`src/rtl/seq_divider_32.sv`:
```
// ---------------------------------------------------------------------------
// seq_divider_32
//   Multi-cycle restoring divider for MIPS div/divu. It runs beside the ALU
//   in the execute stage. The divider handles operand magnitudes, performing
//   one shift-subtract step per clock. A final fix-up cycle restores the signs
//   and handles a zero divisor. Latency is fixed at WIDTH+1 cycles from the
//   start edge to the done pulse.
//
// Ports
//   clk          rising-edge clock
//   reset        synchronous active-high reset (aborts any operation)
//   start        request, sampled only while idle
//   signed_op    1 = div (two's complement), 0 = divu; sampled with start
//   dividend     rs operand, sampled with start
//   divisor      rt operand, sampled with start
//   busy         high while an operation is in progress
//   done         one-cycle pulse; results valid in that cycle
//   quotient     LO result, held until the next completion or reset
//   remainder    HI result, held until the next completion or reset
//   div_by_zero  divisor was zero for the last completed operation
// ---------------------------------------------------------------------------
module seq_divider_32 #(
    parameter int WIDTH = 32
) (
    input  logic             clk,
    input  logic             reset,
    input  logic             start,
    input  logic             signed_op,
    input  logic [WIDTH-1:0] dividend,
    input  logic [WIDTH-1:0] divisor,
    output logic             busy,
    output logic             done,
    output logic [WIDTH-1:0] quotient,
    output logic [WIDTH-1:0] remainder,
    output logic             div_by_zero
);

    localparam int CW = $clog2(WIDTH);

    typedef enum logic [1:0] {
        IDLE = 2'd0,
        RUN  = 2'd1,
        FIX  = 2'd2
    } state_t;

    state_t state, state_nxt;

    logic [CW-1:0]    step_cnt;
    logic [WIDTH-1:0] part_rem;
    logic [WIDTH-1:0] work_quo;
    logic [WIDTH-1:0] dvs_mag;
    logic [WIDTH-1:0] dvd_orig;
    logic             neg_quo;
    logic             neg_rem;

    logic [WIDTH-1:0]        shifted;
    logic signed [WIDTH:0]   trial;
    logic                    trial_ok;

    // Magnitude of an operand; -2^(WIDTH-1) maps to 2^(WIDTH-1) as an
    // unsigned value, which is why the signed overflow case needs no flag.
    function automatic logic [WIDTH-1:0] magnitude(input logic [WIDTH-1:0] x,
                                                   input logic             is_signed);
        if (is_signed && x[WIDTH-1])
            return -x;
        return x;
    endfunction

    function automatic logic [WIDTH-1:0] negate_if(input logic [WIDTH-1:0] x,
                                                   input logic             neg);
        if (neg)
            return -x;
        return x;
    endfunction

    // Shift-subtract step. The top bit of part_rem is dropped by the shift. It
    // can only be set after the last step, so the shifted value always fits.
    always_comb begin
        shifted  = {part_rem[WIDTH-2:0], work_quo[WIDTH-1]};
        trial    = $signed({1'b0, shifted}) - $signed({1'b0, dvs_mag});
        trial_ok = ~trial[WIDTH];
    end

    always_ff @(posedge clk) begin
        if (reset)
            state <= IDLE;
        else
            state <= state_nxt;
    end

    always_comb begin
        state_nxt = state;
        case (state)
            IDLE:    if (start) state_nxt = RUN;
            RUN:     if (step_cnt == CW'(WIDTH - 1)) state_nxt = FIX;
            FIX:     state_nxt = IDLE;
            default: state_nxt = IDLE;
        endcase
    end

    assign busy = (state != IDLE);

    always_ff @(posedge clk) begin
        if (reset) begin
            step_cnt    <= '0;
            part_rem    <= '0;
            work_quo    <= '0;
            dvs_mag     <= '0;
            dvd_orig    <= '0;
            neg_quo     <= 1'b0;
            neg_rem     <= 1'b0;
            done        <= 1'b0;
            quotient    <= '0;
            remainder   <= '0;
            div_by_zero <= 1'b0;
        end else begin
            done <= 1'b0;
            case (state)
                // Operand capture; magnitudes are taken here so the iteration is unsigned
                IDLE: begin
                    if (start) begin
                        step_cnt <= '0;
                        part_rem <= '0;
                        work_quo <= magnitude(dividend, signed_op);
                        dvs_mag  <= magnitude(divisor, signed_op);
                        dvd_orig <= dividend;
                        neg_quo  <= signed_op & (dividend[WIDTH-1] ^ divisor[WIDTH-1]);
                        neg_rem  <= signed_op & dividend[WIDTH-1];
                    end
                end
                // Iteration: one quotient bit per clock
                RUN: begin
                    step_cnt <= step_cnt + CW'(1);
                    if (trial_ok) begin
                        part_rem <= trial[WIDTH-1:0];
                        work_quo <= {work_quo[WIDTH-2:0], 1'b1};
                    end else begin
                        part_rem <= shifted;
                        work_quo <= {work_quo[WIDTH-2:0], 1'b0};
                    end
                end
                // Sign restoration and zero-divisor handling
                FIX: begin
                    done <= 1'b1;
                    if (dvs_mag == '0) begin
                        quotient    <= '1;
                        remainder   <= dvd_orig;
                        div_by_zero <= 1'b1;
                    end else begin
                        quotient    <= negate_if(work_quo, neg_quo);
                        remainder   <= negate_if(part_rem, neg_rem);
                        div_by_zero <= 1'b0;
                    end
                end
                default: ;
            endcase
        end
    end

endmodule
```
`config.mk`:
```
export PLATFORM = sky130hd
export DESIGN_NAME = seq_divider_32
export DESIGN_NICKNAME = d
export VERILOG_FILES = /design/src/rtl/seq_divider_32.sv
export SDC_FILE = /design/constraint.sdc
export NUM_CORES = 1
export LEC_CHECK = 0
export CORE_MARGIN = 2
export CORE_UTILIZATION = 40
export CTS_CLUSTER_SIZE = 30
export DETAILED_ROUTE_END_ITERATION = 7
export PLACE_DENSITY = 0.67
export SYNTH_ARGS = -nofsm -noshare
export SYNTH_HDL_FRONTEND = slang
export SYNTH_SLANG_ARGS = --single-unit
export TNS_END_PERCENT = 1
```
`constraint.sdc`:
```
create_clock -name clk -period 2.78 [get_ports clk]
set_clock_uncertainty 0.05 [all_clocks]
set_input_delay 0.417 -clock clk [delete_from_list [all_inputs] [get_ports clk]]
set_output_delay 0.417 -clock clk [all_outputs]
set_load 0.01 [all_outputs]
```
==> Word-level counts from Yosys, hierarchy flattened <==
Cells that the tools add are included.
{ "totals": {"out_inout_bits": 67, "register_bits": 203, "inputBits": 68} }
{ "classes": {"muxes": 39, "n_reduce_logical": 9, "add_sub_neg": 6, "bitwise_logic": 3, "n_eq_ne": 5} }
{ "op_table": {"columns": ["cell", "n"], "rows": [
  ["$mux W32", 13],
  ["$neg A32 Y32", 4],
  ["$pmux W32 S2", 2],
  ["$sub A32 B32 Y33", 1],
  ["$logic_not A32 Y1", 1],
  ["$mux W1", 19],
  ["$pmux W5 S2", 1],
  ["$reduce_and A2 Y1", 3],
  ["$add A5 B1 Y5 const B", 1],
  ["$eq A5 B5 Y1 const B", 1],
  ["$mux W5", 1],
  ["$mux W2", 2],
  ["$ne A2 B2 Y1 const B", 2],
  ["$pmux W2 S2", 1],
  ["$reduce_bool A2 Y1", 2],
  ["$and A1 B1 Y1", 2],
  ["$eq A2 B1 Y1 const B", 1],
  ["$eq A2 B2 Y1 const B", 1],
  ["$logic_and A1 B1 Y1", 2],
  ["$logic_not A2 Y1", 1],
  ["$xor A1 B1 Y1", 1]
]} }

==> Longest topological paths before layout <==
Gate-level depths: netlist of run 1.
{ "logic_depth": {"ltp_word": 8, "ltp_mapped": 13} }

==> Least setup slack after synthesis of run 1 <==
Ideal clock, no wire load.
{ "synth_path": {"path_type": "register -> register", "start": "register work_quo[31]", "end": "register part_rem[28]", "t_arrival_ns": 2.552, "t_required_ns": 2.594, "stages_incl_launch_ff": 14, "path_buffers": 2, "setup_ns": 0.136, "slack_ns": 0.042, "cell_sequence": "dfxtp_1 -> inv_1 -> ha_1 -> fa_1 -> nor2b_1 -> o31a_1 -> o21ai_0 -> a31oi_2 -> o221ai_4 -> and2_1 -> buf_4 -> buf_6 -> a22oi_1 -> o32ai_1"} }
{ "synth_via": {"elab_chain_len": 3} }
{ "synth_lines": {"columns": ["item", "line_no", "rtl"], "rows": [
  ["from (decl)", "50", "logic [WIDTH-1:0] work_quo;"],
  ["from (signal assigned)", "124", "work_quo <= magnitude(dividend, signed_op);"],
  ["from (signal assigned)", "136", "work_quo <= {work_quo[WIDTH-2:0], 1'b1};"],
  ["from (signal assigned)", "139", "work_quo <= {work_quo[WIDTH-2:0], 1'b0};"],
  ["$sub A32 B32 Y33", "80", "trial = $signed({1'b0, shifted}) - $signed({1'b0, dvs_mag});"],
  ["$mux W32", "134", "if (trial_ok) begin"],
  ["$pmux W32 S2", "118", "case (state)"],
  ["to (signal assigned)", "135", "part_rem <= trial[WIDTH-1:0];"],
  ["to (signal assigned)", "138", "part_rem <= shifted;"],
  ["to (decl)", "49", "logic [WIDTH-1:0] part_rem;"]
]} }
No other way between the ends.
A chain may end at the register's enable or synchronous reset.

==> Worst setup path in the final report of run 1 <==
{ "layout_path": {"start": "register part_rem[14]", "end": "register remainder[31]"} }
{ "layout_via": {"elab_chain_len": 4} }
{ "layout_lines": {"columns": ["item", "line_no", "rtl"], "rows": [
  ["$neg A32 Y32", "72", "return -x;"],
  ["$mux W32", "71", "if (neg)"],
  ["$mux W32", "73", "return x;"],
  ["$mux W32", "145", "if (dvs_mag == '0) begin"],
  ["to (signal assigned)", "147", "remainder <= dvd_orig;"],
  ["to (signal assigned)", "151", "remainder <= negate_if(part_rem, neg_rem);"],
  ["to (decl)", "34", "output logic [WIDTH-1:0] remainder,"]
]} }
No other way between the ends. The select of a mux whose other input is x is not followed.

==> metrics.md, run 1 <==
| Metric | Value |
|---|---|
| Status | finished with violations |
| Failing checks | negative setup slack |
| Setup-failing EPs final | 1 |
| Routed WL | 39.94 mm |
| Die X | 178.8 um |
| Power Dens Cells | 502.8 nW/um^2 |
| Mapped Nets | 1,688 |
| RePlAce Congestion | 0.9052 |
| Setup WS post-layout | -1.137 ps |
| Synth unique cells | 77 |
| Total track usage | 23.85% |
| Seq/Total Area, Yosys | 33.27% |
| Die Y | 178.8 um |
| Mean Syn Cell Area | 7.731 um^2 |
| Hold Path Sink | part_rem[4] |
| Placed Instances | 2,230 |
| Non-filler cells, final | 2,279 |
| Core Rows | 63 |
| First-pass DRT Iterations | 6 |
| Nets | 1,980 |
| GRT overflow | 0 |
| Pins over their slew limit | 0 |
| Part of the cycle the worst path needs | 100.0% |
| Critical path required time | 3190 ps |
| Nature of the critical path endpoint | flop |
| RR Startpoint | part_rem[14] |
| Place WS | -275.3 ps |
| Hold Vio Cnt, Final | 0 |
| Synth Flop Type | dfxtp_1 |
| Vias/cell | 5.604 |
| H-tree depth | 1 |
| Worst relative slew slack | 16.76% |
| CP cell instances | buf_4, or4_4, or4_4, nor3_4, nand2_1, o31ai_2, xor2_1, a211o_1, a21oi_1 |
| Ys async rst share | 0% |
| WL/cell | 17.52 um |
| Worst skew pair latency | 530 ps |
| Worst Max-Slew Pin Slew | 1244 ps |
| Post-Syn Instances | 1,580 |
| Ys Warns | 0 |
| Initial core utilization | 40.89% |
| Min-delay src | reset |
| Most frequent CP cell | or4_4 |
| Buf/Inv on CP | 1 |
| Arr. time, crit path | 3190 ps |
| Worst reg2reg setup slack | -1 ps |
| Port Buffer Count | 134 |
| Crit start category | flop |
| First-pass GRT wire length | 61.15 mm |
| Clock Sinks | 203 |
| DP Area | 15,410 um^2 |
| FF+latch count, synth | 203 |
| Syn Std Cell Area | 12,220 um^2 |
| Residual DRC | 0 |
| IO Pins | 135 |
| Most common cell after layout, fill and taps aside | buf_4 |
| Hold WC Path Type | in -> reg |
| Finished Cell Area | 16,800 um^2 |
| Initial antenna violation count | 0 |
| DIE AREA | 31,950 um^2 |
| Clk root buf | clkbuf_16 |
| Area Growth Syn to Fin | 37.51% |
| CTS tree | yes |
| Max Cap Violations | 0 |
| Worst path slowest cell | or4_4 |
| TritonCTS buffer count | 24 |
| VDD IR max | 395.9 uV |
| Final min period | 2781 ps |
| Largest net degree at the start of global routing | 65 |
| CORE AREA | 29,870 um^2 |
| Vias in the first global route | 11,790 |
| Leak Pwr | 6.567 nW |
| FF-to-FF End | remainder[31] |
| Detail Route Antenna Nets | 0 |
| DR iter-0 viols | 1,092 |
| Inserted Diodes | 0 |
| Crit Path Class | reg -> reg |
| RSZ-0062 raised after global routing | true |
| DPL Wire Length | 29.98 mm |
| Total Neg Setup Slack | -1.137 ps |
| Core Util, Final | 56.23% |
| Clk buf depth | 3 |
| Critical path's largest stage delay | 530 ps |
| Vias | 12,770 |
| Commonest non-fill, non-tap cells in the layout | buf_4 (222), nand2_1 (201), dfxtp_1 (187) |
| CP top delay family | simple AND/OR/NAND/NOR gates |
| F_max | 359.6 MHz |
| Crit-path max FO | 3 |
| Layout cells sized above 1 | 20.86% |
| Hold depth | 2 |
| Post-synth EDFFs | 0 |
| Clock Pin Slew Worst Setup and Hold Paths | 60 ps |
| R2R cell count | 9 |
synth_stat cells (7+ instances only):
| library cell | instances | share of area (%) |
|---|---|---|
| mux2i_1 | 8 | 0.66 |
| o21a_1 | 10 | 0.61 |
| a211oi_1 | 59 | 3.6 |
| o31ai_1 | 30 | 1.8 |
| ha_1 | 39 | 4.0 |
| dfxtp_1 | 203 | 33 |
| nand3b_1 | 9 | 0.55 |
| nor2_1 | 183 | 5.6 |
| nand2b_1 | 7 | 0.36 |
| a22oi_1 | 44 | 2.7 |
| xor2_1 | 72 | 5.2 |
| or4_1 | 8 | 0.49 |
| or3_1 | 13 | 0.67 |
| o21ai_0 | 58 | 2.4 |
| nor3_1 | 21 | 0.86 |
| clkbuf_1 | 87 | 2.7 |
| and2_1 | 9 | 0.46 |
| a31oi_1 | 12 | 0.61 |
| nor4_1 | 23 | 1.2 |
| nand3_1 | 18 | 0.74 |
| inv_1 | 58 | 1.8 |
| xnor2_1 | 59 | 4.2 |
| a21oi_1 | 183 | 7.5 |
| nand2_1 | 205 | 6.3 |
| o211ai_1 | 14 | 0.86 |
| a311oi_1 | 25 | 1.8 |
| o41ai_1 | 13 | 0.93 |
stage by stage:
step | hold slack (ps) | power (mW)
5_1_grt | 169.5 | 8.798
3_3_place_gp | 394.2 | 5.086
4_1_cts | 155.5 | 8.348
6_report | 166.4 | 8.445
2_1_floorplan | 386.5 | 4.305
3_5_place_dp | 396.7 | 5.115
routing by layer:
| layer | global-route usage [%] | part of all wire, % | up-vias |
|---|---|---|---|
| li1 | - | - | 6264 |
| met1 | 32.25 | 44 | 5995 |
| met2 | 39.27 | 46 | 430 |
| met3 | 3.075 | 6.3 | 82 |
| met4 | 7.859 | 3.5 | 0 |
| met5 | 0 | 0 | - |
power by group:
group          total (mW)  leakage, nW  switching (mW)  internal (mW)
clock network        3.20        0.395            1.26           1.94
registers            3.16         1.66           0.119           3.04
logic                2.09         4.51            1.14          0.947
cells by family (layout without fill, tap and decap cells):
kind of cell / count (synthesis) / after routing / synth area share (%)
and+or+nand+nor: 539 / 539 / 20.31
DFF: 203 / 203 / 33.27
muxes: 10 / 10 / 0.8399
adders and majority gates: 40 / 40 / 4.159
xor gates and xnor gates: 131 / 131 / 9.393
buffers and inverters: 160 / 469 / 5.101
AOI/OAI and AO/OA: 497 / 497 / 26.93
worst max-delay path by stage:
| stage | startpoint | endpoint | slack [ps] | cells after the start |
|---|---|---|---|---|
| finish | part_rem[14] | remainder[31] | -1 | 9 |
| CTS | dvs_mag[11] | part_rem[26] | -50 | 13 |
| floorplan | work_quo[31] | part_rem[28] | 40 | 13 |
| detailed placement | dividend[6] | work_quo[30] | -280 | 8 |
| global placement | dividend[6] | work_quo[20] | -220 | 8 |
| global route | dvs_mag[19] | part_rem[25] | -90 | 10 |
worst reg2reg max path: cells and delay by family, from the launching register on:
kind | cells | cell delay [ps]
compound gates | 3 | 770
simple gates | 4 | 1250
xor+xnor | 1 | 110
flops | 1 | 360
buf+inv | 1 | 160
state kept, by name (all words and copies together), names as in the netlist:
register     cells
dvd_orig        32
dvs_mag         32
part_rem        32
quotient        32
remainder       32
work_quo        32
step_cnt         5
state            2
div_by_zero      1
done             1
neg_quo          1
neg_rem          1
area by class of cell:
cell class | count | area (um^2)
multi-input cells | 1217 | 8031
repair buffers | 367 | 3168
clock inverters | 6 | 95.09
flip-flops and latches | 203 | 4084
clock buffers | 37 | 709.4
fillers | 2726 | 13080
inverters | 59 | 221.5
well taps | 390 | 488.0
timing repair:
item	CTS	global route
gates cloned	0	1
gates resized for setup	25	91
pin swaps	4	42
hold buffers	0	0
setup endpoints to repair	32	41
buffers inserted	3	4
Note: power is estimated with default switching activity, not from simulation.
==> run 2, diff against run 1 <==
==> constraint.sdc (replaced) <==
create_clock -name clk -period 2.78 [get_ports clk]
set_clock_uncertainty 0.05 [all_clocks]
set_input_delay 0.278 -clock clk [delete_from_list [all_inputs] [get_ports clk]]
set_output_delay 0.278 -clock clk [all_outputs]
set_load 0.01 [all_outputs]
==> run 2 against run 1 <==
The flow still finishes with violations (negative setup slack). Power grew 4.1%. Die area unchanged. Core utilization fell by 0.35 points. Critical path depth is 3 higher. Non-clock buffer count decreased by 3. Global-route usage rose by 0.30 points. Combinational power shrank 2%. Sequential cell count stayed put. Worst hold slack lost 62 ps. Critical path type unchanged. Largest power group unchanged.
==> metrics.md, run 2 (same netlist as run 1, synthesis figures left out) <==
| Metric | Value |
|---|---|
| Commonest non-fill, non-tap cells in the layout | buf_4 (220), nand2_1 (201), dfxtp_1 (197) |
| Most common cell after layout, fill and taps aside | buf_4 |
| GRT overflow | 0 |
| CTS tree | yes |
| Setup WS post-layout | -87.42 ps |
| Initial core utilization | 40.89% |
| Setup-failing EPs final | 8 |
| Clk root buf | clkbuf_16 |
| DIE AREA | 31,950 um^2 |
| TritonCTS buffer count | 25 |
| Nature of the critical path endpoint | flop |
| Total track usage | 24.15% |
| Initial antenna violation count | 0 |
| CORE AREA | 29,870 um^2 |
| Worst skew pair latency | 530 ps |
| Crit start category | flop |
| Hold WC Path Type | in -> reg |
| Die X | 178.8 um |
| Part of the cycle the worst path needs | 103.1% |
| DPL Wire Length | 29.68 mm |
| H-tree depth | 1 |
| Overall Power | 8.794 mW |
| RSZ-0062 raised after global routing | true |
| Vias | 12,740 |
| Leak Pwr | 6.601 nW |
| F_max | 348.7 MHz |
| Die Y | 178.8 um |
| DR iter-0 viols | 1,116 |
| Worst relative slew slack | 15.93% |
| Hold Vio Cnt, Final | 0 |
| Vias in the first global route | 11,800 |
| Place WS | -290.1 ps |
| IO Pins | 135 |
| First-pass DRT Iterations | 5 |
| Placed Instances | 2,222 |
| Failing checks | negative setup slack |
| Crit Path Class | reg -> reg |
| Clk buf depth | 3 |
| Area Growth Syn to Fin | 36.66% |
| Routed WL | 39.61 mm |
| Power Dens Cells | 526.8 nW/um^2 |
| Detail Route Antenna Nets | 0 |
| RePlAce Congestion | 0.8848 |
| Hold depth | 2 |
| Non-filler cells, final | 2,278 |
| Clock Sinks | 203 |
| Core Util, Final | 55.88% |
| Clock Pin Slew Worst Setup and Hold Paths | 60 ps |
| Worst Max-Slew Pin Slew | 1256 ps |
| Pins over their slew limit | 0 |
| Vias/cell | 5.591 |
| Max Cap Violations | 0 |
| Arr. time, crit path | 3270 ps |
| Crit-path max FO | 10 |
| WL/cell | 17.39 um |
| Largest net degree at the start of global routing | 106 |
| Core Rows | 63 |
| First-pass GRT wire length | 62.11 mm |
| Final min period | 2867 ps |
| Critical path required time | 3180 ps |
| Status | finished with violations |
| Nets | 1,978 |
| Port Buffer Count | 134 |
| Inserted Diodes | 0 |
| VDD IR max | 471.5 uV |
| Layout cells sized above 1 | 19.44% |
| Residual DRC | 0 |
| R2R cell count | 12 |
[run 2: cell type report]
type	count	area, um^2
Fill cell	2789	13180
Clock buffer	28	646.9
Inverter	59	221.5
Tap cell	390	488.0
Multi-Input combinational cell	1217	7826
Clock inverter	17	259.0
Timing Repair Buffer	364	3181
Sequential cell	203	4071
[run 2: final timing paths]
check / start / to / slack (ps)
setup / recovery: dvs_mag[17] / part_rem[19] / -90
hold reg to reg: dvd_orig[30] / dvd_orig[30] / 400
hold / removal: reset / part_rem[14] / 100
setup reg to reg: dvs_mag[17] / part_rem[19] / -90
[run 2: routing by layer]
layer	up-vias	wire length [um]	GRT usage [%]
met2	403	18620	40.96
met5	-	0	0
met4	0	1022	6.301
met1	5987	17720	32.46
li1	6279	-	-
met3	68	2251	2.863
[run 2: through the flow]
| stage | TNS, ps | hold slack (ps) | area, um^2 |
|---|---|---|---|
| final | -226.8 | 104.6 | 16690 |
| after global routing | -2938 | 110.7 | 16690 |
| after CTS | -20.20 | 84.82 | 16460 |
| after detailed placement | -4409 | 397.1 | 15370 |
| after global placement | -3420 | 393.1 | 15370 |
| after floorplan | 0 | 364.0 | 12220 |
[run 2: timing repair]
action | CTS | global route
hold buffers | 0 | 0
setup endpoints to repair | 33 | 37
pin swaps | 17 | 26
gates resized for setup | 29 | 48
buffers inserted | 5 | 5
cloned | 1 | 0
[run 2: critical path, cell delays in order, from the launching register on]
cell and delay (ps):
dfxtp_1 320, inv_1 40, ha_1 320, buf_6 130
nand2_2 70, buf_4 140, or4_4 440, a31oi_4 230
o221ai_4 190, buf_4 170, bufbuf_16 260, o31a_1 300
nor3_1 120
[run 2: power breakdown]
part	switching (mW)	total, mW	internal, mW
Sequential	0.111	3.15	3.03
Clock	1.36	3.60	2.24
Combinational	1.12	2.04	0.926
==> run 3, diff against run 2 <==
--- a/config.mk
+++ b/config.mk
@@ -10,6 +10,7 @@
 export CTS_CLUSTER_SIZE = 30
 export DETAILED_ROUTE_END_ITERATION = 7
 export PLACE_DENSITY = 0.67
+export SLEW_MARGIN = 20
 export SYNTH_ARGS = -nofsm -noshare
 export SYNTH_HDL_FRONTEND = slang
 export SYNTH_SLANG_ARGS = --single-unit
==> run 3 against run 2 <==
The run still ends with negative setup slack left. Register-to-register slack better by 50 ps. Maximum frequency is 1.9% higher. Setup slack better by 55 ps. First-iteration DRC count rose by 0.99%. Cell area barely moved. Highest routed layer unchanged. Core utilization barely moved. Sequential cell count did not move. Clock-buffer cell count did not move. Die area unchanged. Combinational power about the same. Via count is 0.46% lower. Largest cell class unchanged.
==> metrics.md, run 3 (same netlist as run 1, synthesis figures left out) <==
| Metric | Value |
|---|---|
| Status | finished with violations |
| Failing checks | negative setup slack |
| Routed WL | 39.30 mm |
| Clock Sinks | 203 |
| GRT overflow | 0 |
| IO Pins | 135 |
| CP top delay family | compound AO/OA/AOI/OAI gates |
| Hold Path Sink | part_rem[18] |
| Nets | 1,975 |
| R2R cell count | 13 |
| Non-filler cells, final | 2,273 |
| F_max | 355.5 MHz |
| Crit start category | flop |
| Core Rows | 63 |
| FF-to-FF End | part_rem[4] |
| Port Buffer Count | 134 |
| Critical path required time | 3140 ps |
| DR iter-0 viols | 1,127 |
| Power Dens Cells | 506.4 nW/um^2 |
| Part of the cycle the worst path needs | 101.2% |
| Layout cells sized above 1 | 20.29% |
| Largest net degree at the start of global routing | 106 |
| Buf/Inv on CP | 3 |
| Initial core utilization | 40.89% |
| Total track usage | 24.02% |
| Vias/cell | 5.578 |
| Setup WS post-layout | -32.82 ps |
| WL/cell | 17.29 um |
| CTS Hold Buffers Added | 0 |
| Detail Route Antenna Nets | 0 |
| Hold WC Path Type | in -> reg |
| Clock Pin Slew Worst Setup and Hold Paths | 60 ps |
| Area Growth Syn to Fin | 36.75% |
| Worst path slowest cell | fa_2 |
| Worst reg2reg setup slack | -30 ps |
| Place WS | -308.3 ps |
| First-pass DRT Iterations | 7 |
| Pins over their slew limit | 0 |
| First-pass GRT wire length | 61.80 mm |
| FILL cells | 2,787 |
| Most common cell after layout, fill and taps aside | buf_4 |
| TritonCTS buffer count | 24 |
| RePlAce Congestion | 0.8848 |
| Final min period | 2813 ps |
| Commonest non-fill, non-tap cells in the layout | buf_4 (220), nand2_1 (201), dfxtp_1 (192) |
| Vias | 12,680 |
| Inserted Diodes | 0 |
| Crit Path Class | reg -> reg |
| Leak Pwr | 6.551 nW |
| Arr. time, crit path | 3170 ps |
| H-tree depth | 1 |
| Min-delay src | reset |
| CORE AREA | 29,870 um^2 |
| Max Cap Violations | 0 |
| Die X | 178.8 um |
| Residual DRC | 0 |
| Clk root buf | clkbuf_16 |
| RR Startpoint | work_quo[31] |
| Nature of the critical path endpoint | flop |
| DPL Wire Length | 29.64 mm |
| Setup-failing EPs final | 4 |
| RSZ-0062 raised after global routing | true |
| Worst skew pair latency | 530 ps |
| CTS tree | yes |
| VDD IR max | 392.9 uV |
| Vias in the first global route | 11,780 |
| CP cell instances | inv_4, ha_4, fa_2, nor2b_2, o31a_1, buf_6, o21ai_4, a31oi_4, o221ai_4, and2_4, buf_12, a222oi_1, nor2_1 |
| Crit path launch | work_quo[31] |
| Crit-path max FO | 10 |
| DIE AREA | 31,950 um^2 |
| Critical path's largest stage delay | 360 ps |
| Hold Vio Cnt, Final | 0 |
| Hold WS | 115.9 ps |
| Placed Instances | 2,222 |
| Worst Max-Slew Pin Slew | 824.9 ps |
| Initial antenna violation count | 0 |
| Hold depth | 2 |
| Clk buf depth | 3 |
| Die Y | 178.8 um |
| Worst relative slew slack | 44.88% |
[run 3: changes by cell type in the layout (fill, tap and decap cells not counted), moves of 3 or more]
cell / delta
ha_1: -7
dfxtp_1: -5
ha_4: +5
dfxtp_2: +4
a21oi_1: -3
a21oi_4: +3
bufinv_16: -3
[run 3: worst register-to-register path: stages, from the launching register on]
cell	delay [ps]
dfxtp_2	350
inv_4	50
ha_4	150
fa_2	360
nor2b_2	150
o31a_1	230
buf_6	130
o21ai_4	60
a31oi_4	240
o221ai_4	190
and2_4	190
buf_12	140
a222oi_1	330
nor2_1	60
[run 3: cell type report]
type | instances | area [um^2] | area share, %
well taps | 390 | 488.0 | 2.921
repair buffers | 362 | 3149 | 18.85
flip-flops and latches | 203 | 4080 | 24.43
multi-input cells | 1217 | 7953 | 47.61
clock inverters | 14 | 175.2 | 1.049
inverters | 59 | 224.0 | 1.341
clock buffers | 28 | 635.6 | 3.805
[run 3: timing repair]
action	in CTS	in global routing
gates resized for setup	31	69
pin swaps	12	33
gates cloned	1	0
setup endpoints to repair	33	39
buffers inserted	5	3
[run 3: worst max-delay path by stage]
stage / endpoint / slack [ps] / depth (start not counted)
2_1_floorplan: part_rem[28] / 40 / 13
6_report: part_rem[4] / -30 / 13
3_5_place_dp: part_rem[8] / -310 / 12
4_1_cts: part_rem[26] / -40 / 12
5_1_grt: part_rem[3] / -150 / 13
3_3_place_gp: part_rem[18] / -260 / 12
[run 3: report_power, final]
| group | leakage, nW | internal (mW) | switching, mW |
|---|---|---|---|
| Combinational | 4.50 | 0.947 | 1.13 |
| Sequential | 1.66 | 3.03 | 0.114 |
| Clock | 0.391 | 1.93 | 1.31 |
[run 3: per-layer routing]
layer | GRT usage (%) | wire, um | vias up
li1 | - | - | 6268
met1 | 32.21 | 17740 | 5958
met2 | 40.88 | 18520 | 385
met3 | 2.629 | 2000 | 68
met4 | 6.504 | 1033 | 0
met5 | 0 | 0 | -
[run 3: through the flow]
stage	util [%]	instance area [um^2]	TNS (ps)	power, mW
final	55.92	16700	-85.31	8.459
after global routing	55.92	16700	-1508	8.836
after floorplan	-	12220	0	4.305
after detailed placement	51.44	15370	-4563	5.104
after global placement	51.43	15370	-3420	5.086
after CTS	54.82	16380	-99.92	8.395
